`config.mk`:
```
export PLATFORM = sky130hd
export DESIGN_NAME = ycbcr2rgb
export DESIGN_NICKNAME = d
export VERILOG_FILES = /design/src/rtl/ycbcr2rgb.sv
export SDC_FILE = /design/constraint.sdc
export NUM_CORES = 1
export LEC_CHECK = 0
export ABC_AREA = 1
export CORE_ASPECT_RATIO = 1.1
export CORE_MARGIN = 2
export CORE_UTILIZATION = 50
export DETAILED_ROUTE_END_ITERATION = 8
export GPL_TIMING_DRIVEN = 0
export PLACE_DENSITY = 0.71
export SYNTH_ARGS = -nofsm -noshare
export SYNTH_HDL_FRONTEND = slang
export SYNTH_SLANG_ARGS = --single-unit
```
`constraint.sdc`:
```
create_clock -name iClk -period 10.8 [get_ports iClk]
set_clock_uncertainty 0.2 [all_clocks]
set_input_delay 1.62 -clock iClk [delete_from_list [all_inputs] [get_ports iClk]]
set_output_delay 1.62 -clock iClk [all_outputs]
set_load 0.02 [all_outputs]
```
`src/rtl/ycbcr2rgb.sv`:
```
// Full-range YCbCr -> RGB (T.871/JFIF), five register stages, rounded and saturated.
// Data stages load every cycle; only the valid/sof shift register qualifies them.
module ycbcr2rgb #(
  parameter int FRAC = 14
) (
  input  logic       iClk,
  input  logic       iRst,
  input  logic       iValid,
  input  logic       iSof,
  input  logic [7:0] iY,
  input  logic [7:0] iCb,
  input  logic [7:0] iCr,
  output logic       oValid,
  output logic       oSof,
  output logic [7:0] oR,
  output logic [7:0] oG,
  output logic [7:0] oB
);
  localparam int STAGES = 5;
  localparam int P      = FRAC + 11;

  // round(k * 2^FRAC) in 64-bit integer arithmetic
  localparam longint ONE   = longint'(1) << FRAC;
  localparam longint KR_L  = (1402 * ONE + 500) / 1000;
  localparam longint KGB_L = (344136 * ONE + 500000) / 1000000;
  localparam longint KGR_L = (714136 * ONE + 500000) / 1000000;
  localparam longint KB_L  = (1772 * ONE + 500) / 1000;

  localparam logic signed [P-1:0] KR  = P'(KR_L);
  localparam logic signed [P-1:0] KGB = P'(KGB_L);
  localparam logic signed [P-1:0] KGR = P'(KGR_L);
  localparam logic signed [P-1:0] KB  = P'(KB_L);
  localparam logic signed [P-1:0] RND = {{(P-FRAC){1'b0}}, 1'b1, {(FRAC-1){1'b0}}};

  logic [STAGES-1:0] vld_pipe_q, sof_pipe_q;

  logic        [8:0] y1_q;
  logic signed [8:0] cb1_q, cr1_q, cb1_d, cr1_d;

  logic        [8:0]   y2_q;
  logic signed [P-1:0] prr_q, pgb_q, pgr_q, pbb_q;
  logic signed [P-1:0] prr_d, pgb_d, pgr_d, pbb_d;
  logic signed [P-1:0] cb_x, cr_x, yw;

  logic [2:0][P-1:0]  sum_q, sum_d;
  logic [2:0][10:0]   scl_q;
  logic [2:0][7:0]    rgb_q;

  assign cb1_d = {1'b0, iCb} - 9'd128;
  assign cr1_d = {1'b0, iCr} - 9'd128;

  assign cb_x  = {{(P-9){cb1_q[8]}}, cb1_q};
  assign cr_x  = {{(P-9){cr1_q[8]}}, cr1_q};
  assign prr_d = cr_x * KR;
  assign pgb_d = cb_x * KGB;
  assign pgr_d = cr_x * KGR;
  assign pbb_d = cb_x * KB;

  assign yw       = {{(P-9-FRAC){1'b0}}, y2_q, {FRAC{1'b0}}};
  assign sum_d[0] = yw + RND + prr_q;
  assign sum_d[1] = yw + RND - pgb_q - pgr_q;
  assign sum_d[2] = yw + RND + pbb_q;

  always_ff @(posedge iClk) begin
    if (iRst) begin
      vld_pipe_q <= '0;
      sof_pipe_q <= '0;
      y1_q       <= '0;
      cb1_q      <= '0;
      cr1_q      <= '0;
      y2_q       <= '0;
      prr_q      <= '0;
      pgb_q      <= '0;
      pgr_q      <= '0;
      pbb_q      <= '0;
      sum_q      <= '0;
    end else begin
      vld_pipe_q <= {vld_pipe_q[STAGES-2:0], iValid};
      sof_pipe_q <= {sof_pipe_q[STAGES-2:0], iSof & iValid};
      y1_q       <= {1'b0, iY};
      cb1_q      <= cb1_d;
      cr1_q      <= cr1_d;
      y2_q       <= y1_q;
      prr_q      <= prr_d;
      pgb_q      <= pgb_d;
      pgr_q      <= pgr_d;
      pbb_q      <= pbb_d;
      sum_q      <= sum_d;
    end
  end

  // Per-channel floor-shift and saturate
  for (genvar c = 0; c < 3; c++) begin : g_ch
    logic [10:0] scl_d;
    logic [7:0]  rgb_d;

    assign scl_d = sum_q[c][FRAC+10:FRAC];

    always_comb begin
      rgb_d = scl_d[7:0];
      if (scl_d[10])            rgb_d = 8'd0;
      else if (scl_d[9:8] != 0) rgb_d = 8'd255;
    end

    always_ff @(posedge iClk) begin
      if (iRst) begin
        scl_q[c] <= '0;
        rgb_q[c] <= '0;
      end else begin
        scl_q[c] <= scl_d;
        rgb_q[c] <= rgb_d;
      end
    end
  end

  // Stage-5 clamp works from the registered stage-4 value
  logic [2:0][7:0] sat_q;
  for (genvar c = 0; c < 3; c++) begin : g_out
    logic [7:0] sat_d;
    always_comb begin
      sat_d = scl_q[c][7:0];
      if (scl_q[c][10])            sat_d = 8'd0;
      else if (scl_q[c][9:8] != 0) sat_d = 8'd255;
    end
    always_ff @(posedge iClk) begin
      if (iRst) sat_q[c] <= '0;
      else      sat_q[c] <= sat_d;
    end
  end

  assign oValid = vld_pipe_q[STAGES-1];
  assign oSof   = sof_pipe_q[STAGES-1];
  assign oR     = sat_q[0];
  assign oG     = sat_q[1];
  assign oB     = sat_q[2];

  logic unused_ok;
  assign unused_ok = ^rgb_q;
endmodule

```
## Word level (Yosys, flattened, before mapping)

Index checks and enable logic that the tools add are counted.

| cells by class | value |
|---|---|
| $add $sub $neg | 7 |
| multiply operators | 4 |
| divide/modulo/power cells | 0 |
| order comparisons | 0 |
| equality and inequality tests | 0 |
| shifts and indexed selects | 0 |
| multiplexer cells | 3 |
| bitwise logic cells | 1 |
| reductions and logical operators | 6 |

Operator list:

| cell | count |
|---|---|
| $mul A9 B13 Y22 const B | 3 |
| $add A25 B25 Y25 | 2 |
| $sub A25 B25 Y25 | 2 |
| $add A23 B14 Y24 const B | 1 |
| $mul A9 B15 Y24 const B | 1 |
| $mux W8 | 3 |
| $sub A8 B8 Y9 const B | 2 |
| $reduce_bool A2 Y1 | 3 |
| $reduce_or A2 Y1 | 3 |
| $and A1 B1 Y1 | 1 |

| word-level totals | value |
|---|---|
| register bits after elaboration | 278 |
| latch bits | 0 |
| RAM bits | 0 |
| bits in read-only memories | 0 |
| bits of input ports | 28 |
| output and inout bits | 26 |
| logic and storage cells | 45 |
| memories kept | 0 |

## Depth between registers and ports, before layout

| logic depth | value |
|---|---|
| word-level depth | 3 |
| depth in mapped cells | 20 |
| depth with buffers taken out | 20 |

## Least setup slack after synthesis

OpenSTA, ideal clock, no wires.

| timing path | value |
|---|---|
| kind | flip-flop to flip-flop |
| start point | register cr1_q[7] |
| end point | register prr_q[23] |
| library setup time | 118 ps |
| data arrival time | 3965 ps |
| data required time | 10482 ps |
| path slack | 6517 ps |
| cell stages (with the launch flop) | 18 |
| path buffers | 0 |
| period minus slack after synthesis | 4283 ps |
| path through | dfxtp_1 -> clkinv_1 -> ha_1 -> ha_1 -> inv_1 -> fa_1 -> inv_1 -> ha_1 -> ha_1 -> ha_1 -> a21oi_1 -> inv_1 -> a31oi_1 -> nor2_1 -> nor2_1 -> nand3_1 -> nand2_1 -> nor2_1 |

| between the ends | value |
|---|---|
| cells in the longest elaborated chain, start to end | 1 |

Ends and longest elaborated chain:

| element | line | RTL |
|---|---|---|
| start, declared | 38 | `logic signed [8:0] cb1_q, cr1_q, cb1_d, cr1_d;` |
| start signal, assigned | 82 | `cr1_q <= cr1_d;` |
| $mul A9 B15 Y24 | 54 | `assign prr_d = cr_x * KR;` |
| end signal, assigned | 84 | `prr_q <= prr_d;` |
| end, declared | 41 | `logic signed [P-1:0] prr_q, pgb_q, pgr_q, pbb_q;` |

No other way between the ends.
A chain may end at the register's enable or synchronous reset.

## Worst setup path in the final report

| timing path | value |
|---|---|
| start point | register cr1_q[7] |
| end point | register prr_q[24] |

The elaborated chain is that of the path after synthesis.

==> metrics.md <==
| Metric | Value |
|---|---|
| Peak fanout along the critical path | `17` |
| Slowest stage cell, crit path | `dfxtp_1` |
| Setup Slack @ Placement | `5.44 ns` |
| Initial core utilization | `50.8%` |
| Net Sw Power | `1280 µW` |
| CP Class | `reg -> reg` |
| Setup crit end kind | `register` |
| Min-delay worst type | `reg -> reg` |
| Sequential fraction of the synthesis area | `25.9%` |
| Nature of the critical path startpoint | `register` |
| Clk pwr share | `between 20% and 30%` |
| Status | `complete, no violations` |
| Hold Crit Endpoint | `scl_q[30]` |
| Post-cts resize count | `0` |
| Final Max Tran Viols | `0` |
| Min-delay src | `g_ch[2].scl_d[8]` |
| Row count | `67` |
| Num ports | `54` |
| Final setup viols | `0` |
| Part of the power in registers | `29.9%` |
| Crit path DAT | `5.39 ns` |
| R2R setup slack | `~5.5 ns` |
| RSZ-0062 raised after global routing | `no` |
| Synthesized area per cell | `7.93 µm²` |
| Antenna violations before repair | `1` |
| Reg-to-reg endpoint | `prr_q[24]` |
| Worst reg2reg path depth | `14` |
| Port Buf Inserts | `53` |
| Rel. slew slack | `33.4%` |
| Power per Cell Area | `177 mW/mm²` |
| DR WL/cell | `14.4 µm` |
| Syn_nets | `2356` |
| Combinational Power Share | `between 40% and 50%` |
| Static leakage | `about 0.0091 µW` |
| Hpwl dp | `29.4 mm` |
| Number of register bits inferred by synthesis | `200` |
| Tot GR Track Use | `~23%` |
| Ant. Diodes | `0` |
| Cell mode on critical path | `ha_1` |
| Syn Std Cell Area | `between 0.015 and 0.02 mm²` |
| Later-pin clock latency in the skew report | `0.45 ns` |
| Reg2reg start | `cr1_q[7]` |
| CTS clk-pin slew, worst paths | `0.07 ns` |
| Die Footprint | `around 0.032 mm²` |
| Initial DRC count | `slightly below 700` |
| Post-route ant nets | `0` |
| Internal Power | `around 1800 µW` |
| Drt first pass iters | `5` |
| CTS Buf Count | `17` |
| Switching portion of total power | `42.1%` |
| Die height | `188 µm` |
| Worst Path Required | `10.87 ns` |
| Syn Inst Count | `1950` |
| Fin nets | `2428` |
| Routability cong. | `0.933` |
| CP cell instances | `clkinv_1 -> ha_1 -> ha_1 -> or2_2 -> ha_1 -> ha_1 -> ha_1 -> ha_1 -> a21oi_1 -> o21ai_0 -> a21oi_1 -> nand3_1 -> o21ai_0 -> a21oi_1` |
| Longest Clk Path Bufs | `2` |
| Area Overhead vs Synth | `10.8%` |
| H-tree levels | `4` |
| Max-Cap Viols | `0` |
| DRC errors left | `0` |
| Clock Tree Root | `clkbuf_16` |
| Min Clock Period, post-route | `around 5.3 ns` |
| Vias per cell | `4.93` |
| Pin count of the biggest net entering global routing | `19` |
| Total wire length | `35.3 mm` |
| Layout cells sized above 1 | `roughly 3%` |
| Vias | `12100` |
| Global-route wire length before repair | `58.6 mm` |
| Final Hold Violating Endpoints | `0` |
| Core area | `0.0304 mm²` |
| FILL cells | `2847` |
| Crit share post-route | `49.3%` |
| Tightest Pin Transition | `0.998 ns` |
| Hold Path Depth | `2` |
| Total congestion overflow | `0` |
| Vias in the first global route | `11800` |
| Setup ws final | `5.48 ns` |
| Hold_buf cts | `0` |
| Die width | `172 µm` |
| Setup Fix Bufs, Post-CTS | `0` |
| VDD IR-drop max | `125 µV` |
| Sink Count | `200` |
| Number of synthesis warnings | `0` |
| CTS tree | `done` |
| Cell variety after synth | `47` |
| Critical path's largest stage delay | `0.97 ns` |
| Max Fclk | `188 MHz` |
| Setup TNS | `0 ns` |
## worst max-delay path, delay by kind of cell (launching register included)
kind / cells / cell delay (ns)
adder cells (fa/ha/maj): 6 / 1.86
flip-flops: 1 / 0.97
AO/OA/AOI/OAI: 5 / 0.82
buffers and inverters: 1 / 0.77
AND/OR/NAND/NOR: 2 / 0.51
## area by class of cell
class / count / area (µm²) / share of cell area [%]
plain buffers: 22 / 95.1 / 0.555
clock buffers: 18 / 439 / 2.56
clock inverters: 12 / 183 / 1.07
inverters: 451 / 1690 / 9.88
multi-input cells: 1277 / 9680 / 56.5
flip-flops and latches: 200 / 4000 / 23.4
well taps: 414 / 518 / 3.02
repair buffers: 53 / 531 / 3.10
## power by group through the flow
stage	sequential, µW	combinational, µW	clock [µW]
after floorplan	922	1060	0
after global placement	925	1410	0
after detailed placement	927	1430	0
after CTS	910	1440	694
after global routing	919	1680	727
final	908	1450	681
## logic make-up after synthesis
family          share of synthesized area (%)
simple gates                             15.9
buf+inv                                  11.6
fa+ha+maj                                35.4
compound gates                           10.9
flops                                    25.9
xor+xnor                                0.396
## cell usage after synthesis, drive strengths merged
| cell | instances | area, µm² |
|---|---|---|
| nand3b | 3 | 35.0 |
| o211ai | 2 | 15.0 |
| and2 | 3 | 21.3 |
| a21o | 17 | 128 |
| and3 | 2 | 13.8 |
| a21boi | 3 | 22.5 |
| o22ai | 2 | 12.5 |
| a21oi | 166 | 831 |
| a211oi | 2 | 15.0 |
| xnor2 | 4 | 35.0 |
| dfxtp | 200 | 4000 |
| ha | 278 | 3480 |
| o31ai | 4 | 30.0 |
| o2111ai | 2 | 17.5 |
| nor2 | 223 | 837 |
| fa | 100 | 2000 |
| nor4 | 3 | 25.0 |
| xor2 | 3 | 26.3 |
| o21a | 13 | 97.6 |
| o21bai | 7 | 52.6 |
| clkbuf | 16 | 60.1 |
| inv | 450 | 1690 |
| o211a | 1 | 10.0 |
| a31oi | 9 | 56.3 |
| nand3 | 61 | 315 |
| nor3 | 18 | 100 |
| nand2 | 261 | 1010 |
| clkinv | 1 | 3.75 |
| nand2b | 1 | 6.26 |
| nor3b | 1 | 7.51 |
| or2 | 7 | 43.8 |
| buf | 6 | 35.0 |
| nand4 | 7 | 43.8 |
| o21ai | 74 | 393 |
## per-layer routing
| metal | vias up | wire [µm] | GRT usage, % |
|---|---|---|---|
| li1 | 6278 | - | - |
| met1 | 5485 | 16800 | 31.5 |
| met2 | 262 | 16100 | 38.0 |
| met3 | 36 | 1780 | 4.37 |
| met4 | 0 | 693 | 5.77 |
| met5 | - | 0 | 0 |
## through the flow
stage                     cells  utilization [%]  power, µW  hold slack (ns)  area, µm²
final                      2447             56.3       3040            0.202      17100
after global routing       2447             56.3       3320            0.218      17100
after global placement     2417             54.3       2330            0.190      16500
after CTS                  2447             56.3       3050            0.200      17100
after floorplan            1950                -       1980            0.188      15500
after detailed placement   2417             54.3       2350            0.193      16500
## sequential cells by signal, summed over array words and instances (netlist names)
| register | flops |
|---|---|
| g_ch.scl_d | 33 |
| scl_q | 33 |
| pgb_q | 22 |
| pgr_q | 18 |
| prr_q | 16 |
| pbb_q | 12 |
| cb1_q | 8 |
| cr1_q | 8 |
| oB | 8 |
| oG | 8 |
| oR | 8 |
| y1_q | 8 |
| y2_q | 8 |
| sof_pipe_q | 5 |
| vld_pipe_q | 5 |
## placed cells by master (no fill, tap or decap), drive strengths merged, types with 3 or more instances in the layout
master         synthesis  final
bufinv                 0      3
and2                   3      3
buf                    6      6
nand3                 61     61
or2                    7      7
inv                  450    455
nor3                  18     18
clkbuf                16     34
a31oi                  9      9
fa                   100    100
o21a                  13     13
nor2                 223    223
nand4                  7      7
xnor2                  4      4
a21boi                 3      3
nand3b                 3      3
nor4                   3      3
ha                   278    278
o31ai                  4      4
clkinv                 1      5
nand2                261    261
o21ai                 74     74
a21oi                166    166
xor2                   3      3
clkdlybuf4s50          0     53
dfxtp                200    200
o21bai                 7      7
a21o                  17     17
## worst max path at each step
| stage | from | endpoint | slack (ns) | depth (start not counted) |
|---|---|---|---|---|
| after floorplan | cr1_q[7] | prr_q[23] | 6.52 | 17 |
| after global placement | cr1_q[7] | prr_q[24] | 5.51 | 14 |
| after detailed placement | cr1_q[7] | prr_q[24] | 5.44 | 14 |
| after CTS | cr1_q[7] | prr_q[24] | 5.42 | 14 |
| after global routing | cr1_q[7] | prr_q[24] | 5.09 | 14 |
| final | cr1_q[7] | prr_q[24] | 5.48 | 14 |
Power figures use the tool's default switching activity.
